### src/rtl/bcd_seq_converter_pkg.sv
// -----------------------------------------------------------------------------
// bcd_seq_converter_pkg
// Shared types, constants and helper functions for the sequential
// binary-to-BCD (double-dabble) converter.
//   state_e    : controller FSM states
//   BCD_W      : bits per BCD digit
//   ADJ_THRESH : digit value at or above which the add-3 correction applies
//   ADJ_ADD    : correction added before each shift
//   LIMIT_W    : width used for the full-width overflow comparison
//   pow10()    : 10^digits, used for the overflow limit
//   clog2()    : ceiling log2, used to size the iteration counter
// -----------------------------------------------------------------------------
package bcd_seq_converter_pkg;

    typedef enum logic [1:0] {
        ST_IDLE  = 2'd0,
        ST_SHIFT = 2'd1,
        ST_DONE  = 2'd2
    } state_e;

    localparam int         BCD_W      = 4;
    localparam logic [3:0] ADJ_THRESH = 4'd5;
    localparam logic [3:0] ADJ_ADD    = 4'd3;

    // Operands up to LIMIT_W bits and limits up to 10^38 are compared exactly.
    localparam int LIMIT_W = 128;

    function automatic logic [LIMIT_W-1:0] pow10(input int digits);
        logic [LIMIT_W-1:0] result;
        result = LIMIT_W'(1);
        for (int i = 0; i < digits; i++) begin
            result = result * LIMIT_W'(10);
        end
        return result;
    endfunction

    function automatic int clog2(input int value);
        int width;
        width = 0;
        while ((1 << width) < value) begin
            width++;
        end
        return width;
    endfunction

endpackage

### src/rtl/bcd_seq_converter_adjust_shift.sv
// -----------------------------------------------------------------------------
// bcd_adjust_shift
// One combinational double-dabble iteration: every scratch digit >= 5 gets +3
// (4-bit wrap, no carry into the next digit), then {scratch, bin} shifts left
// by one so the bin MSB enters scratch bit 0.
//   scratch_i : current BCD scratch, 4*DIGITS bits
//   bin_i     : current binary shift register, N bits
//   scratch_o : scratch after adjust and shift
//   bin_o     : binary register after shift (LSB filled with 0)
// -----------------------------------------------------------------------------
module bcd_adjust_shift
    import bcd_seq_converter_pkg::*;
#(
    parameter int N      = 10,
    parameter int DIGITS = 4
) (
    input  logic [BCD_W*DIGITS-1:0] scratch_i,
    input  logic [N-1:0]            bin_i,
    output logic [BCD_W*DIGITS-1:0] scratch_o,
    output logic [N-1:0]            bin_o
);

    localparam int SW = BCD_W * DIGITS;

    logic [SW-1:0]   adjusted;
    logic [SW+N-1:0] shifted;

    always_comb begin
        for (int k = 0; k < DIGITS; k++) begin
            if (scratch_i[k*BCD_W +: BCD_W] >= ADJ_THRESH) begin
                adjusted[k*BCD_W +: BCD_W] = scratch_i[k*BCD_W +: BCD_W] + ADJ_ADD;
            end else begin
                adjusted[k*BCD_W +: BCD_W] = scratch_i[k*BCD_W +: BCD_W];
            end
        end
    end

    // Shifting the concatenation handles N=1 without a special case; the
    // bit leaving the top digit is dropped and covered by ovf saturation.
    assign shifted   = {adjusted, bin_i} << 1;
    assign scratch_o = shifted[SW+N-1:N];
    assign bin_o     = shifted[N-1:0];

endmodule

### src/rtl/bcd_seq_converter.sv
// -----------------------------------------------------------------------------
// bcd_seq_converter
// Multi-cycle binary-to-BCD converter, one adjust-and-shift step per clock.
// Latency is N+1 clocks from the accept edge; results are held until the next
// conversion completes.
//   clk     : system clock, rising edge
//   rst_n   : asynchronous active-low reset
//   start   : conversion request, sampled only while idle
//   bin_in  : unsigned operand, captured on the accept edge
//   busy    : high while a conversion is in progress
//   done    : one-cycle pulse coincident with the bcd_out update
//   valid   : sticky after the first done, cleared only by reset
//   ovf     : last operand was >= 10^DIGITS (bcd_out saturated to all 9s)
//   bcd_out : packed BCD, digit 0 (units) in bits [3:0]
//   blank   : leading-zero mask, bit k set when digits k..DIGITS-1 are zero
// -----------------------------------------------------------------------------
module bcd_seq_converter
    import bcd_seq_converter_pkg::*;
#(
    parameter int N      = 10,
    parameter int DIGITS = 4
) (
    input  logic                    clk,
    input  logic                    rst_n,
    input  logic                    start,
    input  logic [N-1:0]            bin_in,
    output logic                    busy,
    output logic                    done,
    output logic                    valid,
    output logic                    ovf,
    output logic [BCD_W*DIGITS-1:0] bcd_out,
    output logic [DIGITS-1:0]       blank
);

    localparam int                 SW        = BCD_W * DIGITS;
    localparam int                 CNT_W     = clog2(N + 1);
    localparam logic [LIMIT_W-1:0] OVF_LIMIT = pow10(DIGITS);
    localparam logic [SW-1:0]      ALL_NINES = {DIGITS{4'h9}};

    state_e state_q, state_d;

    logic [N-1:0]      bin_q, bin_d;
    logic [SW-1:0]     scratch_q, scratch_d;
    logic [CNT_W-1:0]  cnt_q, cnt_d;
    logic              ovf_pend_q, ovf_pend_d;
    logic [SW-1:0]     bcd_q, bcd_d;
    logic              ovf_q, ovf_d;
    logic [DIGITS-1:0] blank_q, blank_d;
    logic              done_q, done_d;
    logic              valid_q, valid_d;

    logic [SW-1:0]     step_scratch;
    logic [N-1:0]      step_bin;
    logic [DIGITS-1:0] blank_calc;
    logic              zero_above;
    logic              last_shift;
    logic              in_ovf;

    bcd_adjust_shift #(
        .N      (N),
        .DIGITS (DIGITS)
    ) u_adjust_shift (
        .scratch_i (scratch_q),
        .bin_i     (bin_q),
        .scratch_o (step_scratch),
        .bin_o     (step_bin)
    );

    assign last_shift = (cnt_q == CNT_W'(N - 1));
    assign in_ovf     = (LIMIT_W'(bin_in) >= OVF_LIMIT);

    // ---------------- FSM: state register ----------------
    // NOTE: sequential state uses non-blocking (<=) so every flop samples the
    // pre-edge values; blocking here would create order-dependent races.
    always_ff @(posedge clk or negedge rst_n) begin
        if (!rst_n) begin
            state_q <= ST_IDLE;
        end else begin
            state_q <= state_d;
        end
    end

    // ---------------- FSM: next state ----------------
    // NOTE: default assignment first so no path leaves state_d unassigned,
    // which would otherwise infer a latch.
    always_comb begin
        state_d = state_q;
        unique case (state_q)
            ST_IDLE:  if (start) state_d = ST_SHIFT;
            ST_SHIFT: if (last_shift) state_d = ST_DONE;
            ST_DONE:  state_d = ST_IDLE;
            default:  state_d = ST_IDLE;
        endcase
    end

    // ---------------- FSM: outputs ----------------
    always_comb begin
        busy    = (state_q != ST_IDLE);
        done    = done_q;
        valid   = valid_q;
        ovf     = ovf_q;
        bcd_out = bcd_q;
        blank   = blank_q;
    end

    // Leading-zero mask of the finished scratch value; scanned from the top
    // digit down so each bit reflects "this digit and everything above is 0".
    always_comb begin
        blank_calc = '0;
        zero_above = 1'b1;
        for (int k = DIGITS - 1; k >= 1; k--) begin
            zero_above    = zero_above & (scratch_q[k*BCD_W +: BCD_W] == 4'd0);
            blank_calc[k] = zero_above;
        end
    end

    // ---------------- datapath next state ----------------
    always_comb begin
        bin_d      = bin_q;
        scratch_d  = scratch_q;
        cnt_d      = cnt_q;
        ovf_pend_d = ovf_pend_q;
        bcd_d      = bcd_q;
        ovf_d      = ovf_q;
        blank_d    = blank_q;
        done_d     = 1'b0;
        valid_d    = valid_q;
        unique case (state_q)
            ST_IDLE: begin
                if (start) begin
                    bin_d      = bin_in;
                    scratch_d  = '0;
                    cnt_d      = '0;
                    ovf_pend_d = in_ovf;
                end
            end
            ST_SHIFT: begin
                scratch_d = step_scratch;
                bin_d     = step_bin;
                cnt_d     = cnt_q + CNT_W'(1);
            end
            ST_DONE: begin
                bcd_d   = ovf_pend_q ? ALL_NINES : scratch_q;
                ovf_d   = ovf_pend_q;
                blank_d = ovf_pend_q ? '0 : blank_calc;
                done_d  = 1'b1;
                valid_d = 1'b1;
            end
            default: ;
        endcase
    end

    // NOTE: every register, scratch included, is cleared by the async reset so
    // an aborted conversion leaves no residue visible after reset releases.
    always_ff @(posedge clk or negedge rst_n) begin
        if (!rst_n) begin
            bin_q      <= '0;
            scratch_q  <= '0;
            cnt_q      <= '0;
            ovf_pend_q <= 1'b0;
            bcd_q      <= '0;
            ovf_q      <= 1'b0;
            blank_q    <= '0;
            done_q     <= 1'b0;
            valid_q    <= 1'b0;
        end else begin
            bin_q      <= bin_d;
            scratch_q  <= scratch_d;
            cnt_q      <= cnt_d;
            ovf_pend_q <= ovf_pend_d;
            bcd_q      <= bcd_d;
            ovf_q      <= ovf_d;
            blank_q    <= blank_d;
            done_q     <= done_d;
            valid_q    <= valid_d;
        end
    end

endmodule

### config.mk
export PLATFORM = sky130hd
export DESIGN_NAME = bcd_seq_converter
export DESIGN_NICKNAME = d
export VERILOG_FILES = /design/src/rtl/bcd_seq_converter_pkg.sv /design/src/rtl/bcd_seq_converter_adjust_shift.sv /design/src/rtl/bcd_seq_converter.sv
export SDC_FILE = /design/constraint.sdc
export NUM_CORES = 1
export LEC_CHECK = 0
export ABC_AREA = 1
export CORE_MARGIN = 4
export CORE_UTILIZATION = 40
export CTS_CLUSTER_DIAMETER = 40
export DETAILED_ROUTE_END_ITERATION = 12
export DONT_BUFFER_PORTS = 1
export MAX_ROUTING_LAYER = met4
export PLACE_DENSITY = 0.62
export SLEW_MARGIN = 30
export SYNTH_ARGS = -nofsm -noshare
export SYNTH_HDL_FRONTEND = slang
export SYNTH_SLANG_ARGS = --single-unit
### constraint.sdc
create_clock -name clk -period 1.2 [get_ports clk]
set_input_delay 0.24 -clock clk [delete_from_list [all_inputs] [get_ports clk]]
set_output_delay 0.24 -clock clk [all_outputs]
set_load 0.005 [all_outputs]
Word level (Yosys, flattened, before mapping)

Cells that the tools add are included.

Flip-flop bits (word level): 53
Logic and storage cells: 46

Add/subtract/negate cells: 5
Order comparisons: 4
Equal/unequal tests: 5
Muxes and demuxes: 14
Bitwise gates (word level): 2
Reduce and logical (&&, ||, !) cells: 8

Operators by type and width:

| cell                  | number |
|---|---|
| $pmux W16 S2          | 1 |
| $pmux W10 S2          | 1 |
| $ge A4 B3 Y1 const B  | 4 |
| $mux W16              | 1 |
| $mux W4               | 4 |
| $add A4 B2 Y4 const B | 3 |
| $logic_not A4 Y1      | 3 |
| $mux W10              | 1 |
| $pmux W4 S2           | 1 |
| $add A4 B1 Y4 const B | 1 |
| $eq A4 B4 Y1 const B  | 1 |
| $mux W2               | 2 |
| $ne A2 B2 Y1 const B  | 2 |
| $pmux W2 S2           | 1 |
| $reduce_and A2 Y1     | 2 |
| $reduce_bool A2 Y1    | 2 |
| $add A3 B2 Y3 const B | 1 |
| $mux W3               | 1 |
| $and A1 B1 Y1         | 2 |
| $eq A2 B1 Y1 const B  | 1 |
| $eq A2 B2 Y1 const B  | 1 |
| $logic_not A2 Y1      | 1 |
| $mux W1               | 1 |

Logic depth before layout (Yosys ltp)

Depth after elaboration: 3
Gate-level depth with buffers: 9

Cells and area by module

A second synthesis with hierarchy kept.

Cell total of the unflattened synthesis: 343
Area total of the unflattened synthesis: 2783.9 um^2

By module, submodules not included:

| module            | times used | cells each | area each (um^2) |
|---|---|---|---|
| bcd_seq_converter | 1          | 247        | 2228.4 |
| bcd_adjust_shift  | 1          | 96         | 555.5 |

Worst setup path before layout

No wires, ideal clock.

Path type: reg-to-reg
Start point: register scratch_q[4]
End point: register scratch_q[5]
Setup time: 117 ps
Arrival time: 1040 ps
Setup slack: 42 ps
Cell stages (with the launch flop): 9
Path buffers: 0
Period minus slack after synthesis: 1158 ps
Cell sequence: dfrtp_1 -> inv_1 -> ha_1 -> inv_1 -> nand2_1 -> nand3_1 -> nand2_1 -> nand3_1 -> nand2_1

Cells in the longest elaborated chain, start to end: 3
Elaborated cells on any way between the ends: 4
Classes of those cells: 1 x add/sub; 1 x order compare; 2 x mux

RTL lines:

| what                                                 | line                                                                       | text |
|---|---|---|
| start, declared                                      | bcd_seq_converter.sv:43                                                    | `logic [SW-1:0] scratch_q, scratch_d;` |
| start signal, assigned                               | bcd_seq_converter.sv:168                                                   | `scratch_q <= scratch_d;` |
| $add A4 B2 Y4 / $ge A4 B3 Y1 (equally long branches) | bcd_seq_converter_adjust_shift.sv:31, bcd_seq_converter_adjust_shift.sv:30 |  |
| $mux W4 *                                            | bcd_seq_converter_adjust_shift.sv:30                                       | `if (scratch_i[k*BCD_W +: BCD_W] >= ADJ_THRESH) begin` |
| $pmux W16 S2 *                                       | bcd_seq_converter.sv:128                                                   | `unique case (state_q)` |

Every way passes the cells marked *; elsewhere a longest branch is shown, timed or not.
A chain may end at the register's enable or synchronous reset.

Final worst setup path

Start point: register state_q[0]
End point: output port busy

Cells in the longest elaborated chain, start to end: 1

RTL lines:

| what                   | line                    | text |
|---|---|---|
| start, declared        | bcd_seq_converter.sv:40 | `state_e state_q, state_d;` |
| start signal, assigned | bcd_seq_converter.sv:79 | `state_q <= state_d;` |
| $reduce_bool A2 Y1     | bcd_seq_converter.sv:98 | `busy = (state_q != ST_IDLE);` |
| end, declared          | bcd_seq_converter.sv:27 | `output logic busy,` |

No other way between the ends.

==> impl_metrics.csv <==
group,metric,value,unit
synthesis,yosysWarnings,0,
drt,viasPerCell,4.98,
run,maxCapViolCount,0,
critical_path,worstSetupPathType,"register to primary output",
critical_path,r2r.worst_path.cells,9,
worst_hold_path,holdCritPathClass,"primary input to async pin",
synthesis,yosysUniqueCellTypes,25,
clock_tree,clockBufferDepth,2,
global_route,grt_use_met3,0.0442,
drt,drc,0,
critical_path,r2r-end,"scratch_q[13]",
synthesis,synth_area,2540,µm²
clock_tree,cts_root_buffer,"clkbuf_8",
sta,fmax,850,MHz
sta,fin_crit,1.18,ns
power,vdd.ir_drop.worst,1.09,mV
critical_path,r2r_slack,0.03,ns
critical_path,start_kind,"register",
finish,drive_above_1_share,0.272,
power,finalPower,8.13,mW
clock_tree,cts_tree,"yes",
global_route,grt_pass1_vias,1998,
placed_design,hpwl,3.53,mm
global_route,grt_overflow,0,
die,die_w,87.7,µm
clock_tree,cts_inserted_buffers,5,
sta,finalMaxSlewViolations,0,
global_route,grt_pass1_wl,8.87,mm
finish,nFillCells,557,
synthesis,synth_top_area_cell,"dfrtp_1",
drt,wirelength,5.35,mm
clock_tree,htreeDepth,2,
finish,final_core_util,0.520,
synthesis,ys_ff_latch,53,
die,io_pins,37,
status,violations,"hold timing",
sta,rsz0062_at_grt,"yes",
critical_path,critPathMaxStageDelay,0.47,ns
synthesis,synth_ff_type,"dfrtp_1",
placed_design,post-place-ws,-0.0213,ns
critical_path,cp-end-kind,"primary output",
clock_tree,cts.sinks,53,
critical_path,crit_fanout,4,
global_route,grt-busiest-layer,"met2",
die,start_util,0.422,
die,dieHeight,87.7,µm
synthesis,yosysSeqAreaShare,0.522,
critical_path,critPathTopFamily,"flip-flops",
die,die_area,7690,µm²
finish,area_delta_synth_final,23.3,%
synthesis,yosys-top-cells-area,"dfrtp_1 (52%), nand2_1 (16%), ha_1 (5.9%)",
synthesis,synthArstFlopShare,1.00,
sta,setup_tns,0,ns
power,p_leak,1.59,nW
die,placement_rows,28,
clock_tree,cts.reportedPaths.clkPinSlew,0.09,ns
drt,num_vias,2000,
sta,hold_violations,53,
placed_design,portBuffers,0,
drt,wl_per_cell,13.3,µm
finish,final_cell_mix,"nand2_1 (94), dfrtp_1 (50), nand3_1 (23)",
critical_path,crit_arrival,0.94,ns
sta,worst_slack,0.0232,ns
critical_path,slowest_stage,"dfrtp_2",
status,status,"complete, but fails checks",
drt,ant_nets,0,
drt,dr.pass1.iters,4,
sta,setup_viol,0,
die,core,6030,µm²
sta,skew,0.00446,ns
critical_path,timing.rr.start,"scratch_q[13]",
finish,nets,351,
synthesis,synth_top_cell_area_share,0.522,
drt,drt-initial-drc-count,86,
global_route,antenna_found_initial,0,
finish,antenna_cells,0,
critical_path,path_cells,"nor2_2 > inv_1",
critical_path,required,0.96,ns
placed_design,place.gp.congestion,0.793,
critical_path,crit_buf_inv,1,
global_route,grtUsageTotal,0.150,
clock_tree,clk_latency,0.30,ns
sta,period_share,0.981,
synthesis,synth_edf_count,0,
global_route,grt_start_max_net_pins,54,
synthesis,avgSynthCellArea,8.41,µm²
synthesis,synth_cells,302,
global_route,globalRouteMet1Util,0.172,
global_route,use_met2,0.255,
power,powerDensity,2590,nW/µm²
sta,hold_ws,-0.379,ns
finish,layout_commonest_cell,"nand2_1",
[registers in the layout, summed over array words and instances (netlist names)]
| register | flops |
|---|---|
| done | 1 |
| bin_q | 10 |
| bcd_out | 16 |
| blank | 3 |
| scratch_q | 16 |
| state_q | 2 |
| cnt_q | 4 |
| valid | 1 |
[timing repair]
item | CTS | global route
buffers inserted | 3 | 2
pin swaps | 1 | 12
endpoints found under the setup margin | 10 | 22
resized for setup | 9 | 51
endpoints found under the hold margin | 53 | 53
[worst max-delay path by stage]
stage | slack, ns | startpoint | to | cells past startpoint
after floorplan | 0.04 | scratch_q[4] | scratch_q[5] | 8
after global placement | -0.009 | scratch_q[1] | scratch_q[4] | 7
after detailed placement | -0.02 | scratch_q[13] | blank[1] | 7
after global routing | -0.06 | scratch_q[13] | scratch_q[13] | 9
after CTS | 0.01 | scratch_q[12] | blank[1] | 7
final | 0.02 | state_q[0] | busy | 2
[cells in the mapped netlist (2+ instances only)]
| library cell | number |
|---|---|
| nand4_1 | 8 |
| buf_6 | 2 |
| nor2_1 | 9 |
| o21ai_0 | 23 |
| nand2_4 | 3 |
| inv_2 | 3 |
| buf_2 | 5 |
| dfrtp_1 | 53 |
| inv_1 | 30 |
| nand2_1 | 106 |
| a21oi_1 | 3 |
| buf_4 | 3 |
| o22ai_1 | 3 |
| ha_1 | 12 |
| nand3_1 | 29 |
[kinds of logic (layout without fill, tap and decap cells)]
group           Yosys count  in the layout  share of synthesized area
fa+ha+maj                12             12                     0.0591
simple gates            159            159                      0.269
other cells               1              2                    0.00148
buf+inv                  44             68                     0.0788
compound gates           33             33                     0.0694
flops                    53             53                      0.522
[stage by stage]
| step | area [µm²] | std cells |
|---|---|---|
| after global routing | 3130 | 402 |
| after CTS | 2940 | 400 |
| after floorplan | 2540 | 303 |
| after detailed placement | 2780 | 389 |
| final | 3130 | 402 |
| after global placement | 2780 | 389 |
[routing by layer]
metal / vias to the layer above / share of wire / wire [µm]
li1: 1003 / - / -
met1: 954 / 0.45 / 2420
met2: 38 / 0.49 / 2640
met3: 5 / 0.047 / 249
met4: 0 / 0.0092 / 49
met5: - / 0 / 0
[power breakdown]
part / switching [mW] / internal (mW) / leakage, nW
logic: 2.07 / 1.65 / 0.872
registers: 0.628 / 2.53 / 0.658
clock network: 0.566 / 0.681 / 0.0585
[layout make-up]
cell class / instances / area, µm² / area share
clock buffer: 7 / 86.3 / 0.0276
clock inverter: 1 / 30.0 / 0.00958
inverter: 34 / 133 / 0.0423
multi-input combinational: 206 / 1210 / 0.388
sequential: 53 / 1330 / 0.425
tap: 75 / 93.8 / 0.0300
timing repair buffer: 26 / 245 / 0.0783
Power figures use the tool's default switching activity.
==> variant (same flow settings) <==
The 3 states of `state_e` get a one-hot encoding in 3 bits.
--- a/src/rtl/bcd_seq_converter_pkg.sv
+++ b/src/rtl/bcd_seq_converter_pkg.sv
@@ -12,10 +12,10 @@
 // -----------------------------------------------------------------------------
 package bcd_seq_converter_pkg;
 
-    typedef enum logic [1:0] {
-        ST_IDLE  = 2'd0,
-        ST_SHIFT = 2'd1,
-        ST_DONE  = 2'd2
+    typedef enum logic [2:0] {
+        ST_IDLE  = 3'b001,
+        ST_SHIFT = 3'b010,
+        ST_DONE  = 3'b100
     } state_e;
 
     localparam int         BCD_W      = 4;
Formal check against the unedited RTL: same outputs for any inputs over 10 cycles, from zero or initial values and one cycle with rst_n low; not proved beyond that.
==> variant against the unedited design <==
The run ends with hold timing, setup timing left; sequential cell count grew 1; area after synthesis rose by 5.8%; worst setup slack worse by 140 ps; final area rose by 5.4%; register-to-register slack got worse by 140 ps; die area rose by 5.3%; maximum frequency decreased by 10%; cell count increased by 6.5%; routed wire length increased by 6.7%; synthesized cell count increased by 6.3%; sequential share of layout area decreased by 1.5 points; critical endpoint is now bcd_out[4]; largest cell class unchanged.
Power is not compared: it rests on default switching activity, and its combinational part moved more than twofold at a synthesized area within 25%.
==> variant: results (changes against the unedited design) <==
status complete, but fails checks; violated checks hold timing, setup timing; overall routing resource usage 14.0% (-0.97 points); per-cell routed wire length 13.3 um (+0.21%); Worst R2R Path Depth 6 (-3); unique cell type count in the Yosys netlist 28 (+12%); vias in the first global route 2019 (+1.1%); final worst slack -112 ps (-135 ps); filler instances 603 (+8.3%); final setup violation count 50 (+50); placed cells 413 (+6.2%); CP max stage delay 420 ps (-50 ps); synth top area cells dfrtp_1, nand2_1, ha_1; fraction of the mapped netlist area in compound gates 6.98% (+0.038 points); final setup TNS -2790 ps (-2790 ps); xor/xnor share of the synthesized area 0.326% (+0.33 points); sequential fraction of the synthesis area 50.3% (-1.9 points); final hold vios 54 (+1.9%); routed wire length 5710 um (+6.7%); DPL Wire Length 3630 um (+3.1%); Vias 2149 (+7.4%); Post-DP Area 2890 um^2 (+4.2%); Hold Worst Slack -390 ps (-11.3 ps); Synth Area per Inst 8.38 um^2 (-0.45%); crit path max fanout 5 (+1); Routability Congestion 0.817 (+3.0%); first-pass GRT wire length 9320 um (+5.0%)
-- variant: worst paths after layout --
path                         endpoint  slack, ps  startpoint
max reg2reg                bcd_out[4]       -110  state_q[0]
max in group asynchronous  state_q[0]       1390       rst_n
min                        bcd_out[2]       -390       rst_n
min in group clk             bin_q[0]         90   bin_in[0]
min reg2reg                  bin_q[9]        480    bin_q[9]
max                        bcd_out[4]       -110  state_q[0]
-- variant: cells by family after synthesis --
group / count (synthesis)
AOI/OAI and AO/OA: 36
xor gates and xnor gates: 1
adders and majority gates: 12
buffers and inverters: 43
DFF: 54
other: 1
and+or+nand+nor: 174
-- variant: power breakdown --
part	switching (mW)	internal (mW)
registers	0.232	2.11
clock network	0.610	0.687
logic	0.901	0.602
total	1.74	3.40
-- variant: metal layers --
metal | up-vias | track usage [%] | wire (um)
li1 | 1078 | - | -
met1 | 1015 | 19.6 | 2880
met2 | 51 | 20.9 | 2520
met3 | 5 | 3.51 | 271
met4 | 0 | 3.06 | 46
met5 | - | - | 0
-- variant: worst max-delay path: cells and delay by family, from the launching register on --
kind | cells | cell delay (ps)
buffers and inverters | 3 | 430
flip-flops | 1 | 420
AND/OR/NAND/NOR | 2 | 330
AO/OA/AOI/OAI | 1 | 50
-- variant: what timing repair did --
item | CTS | global route
gates resized for setup | 20 | 52
hold endpoints to repair | 54 | 54
setup buffers | 1 | 3
pin swaps | 1 | 4
gates cloned | 0 | 4
setup endpoints to repair | 31 | 53
-- variant: final cells by class --
type                    count  area share, %
flip-flops and latches     54           41.0
inverters                  32           4.17
multi-input cells         225           38.7
well taps                  77           2.92
clock inverters             2           1.18
clock buffers               6           2.50
repair buffers             32           9.51
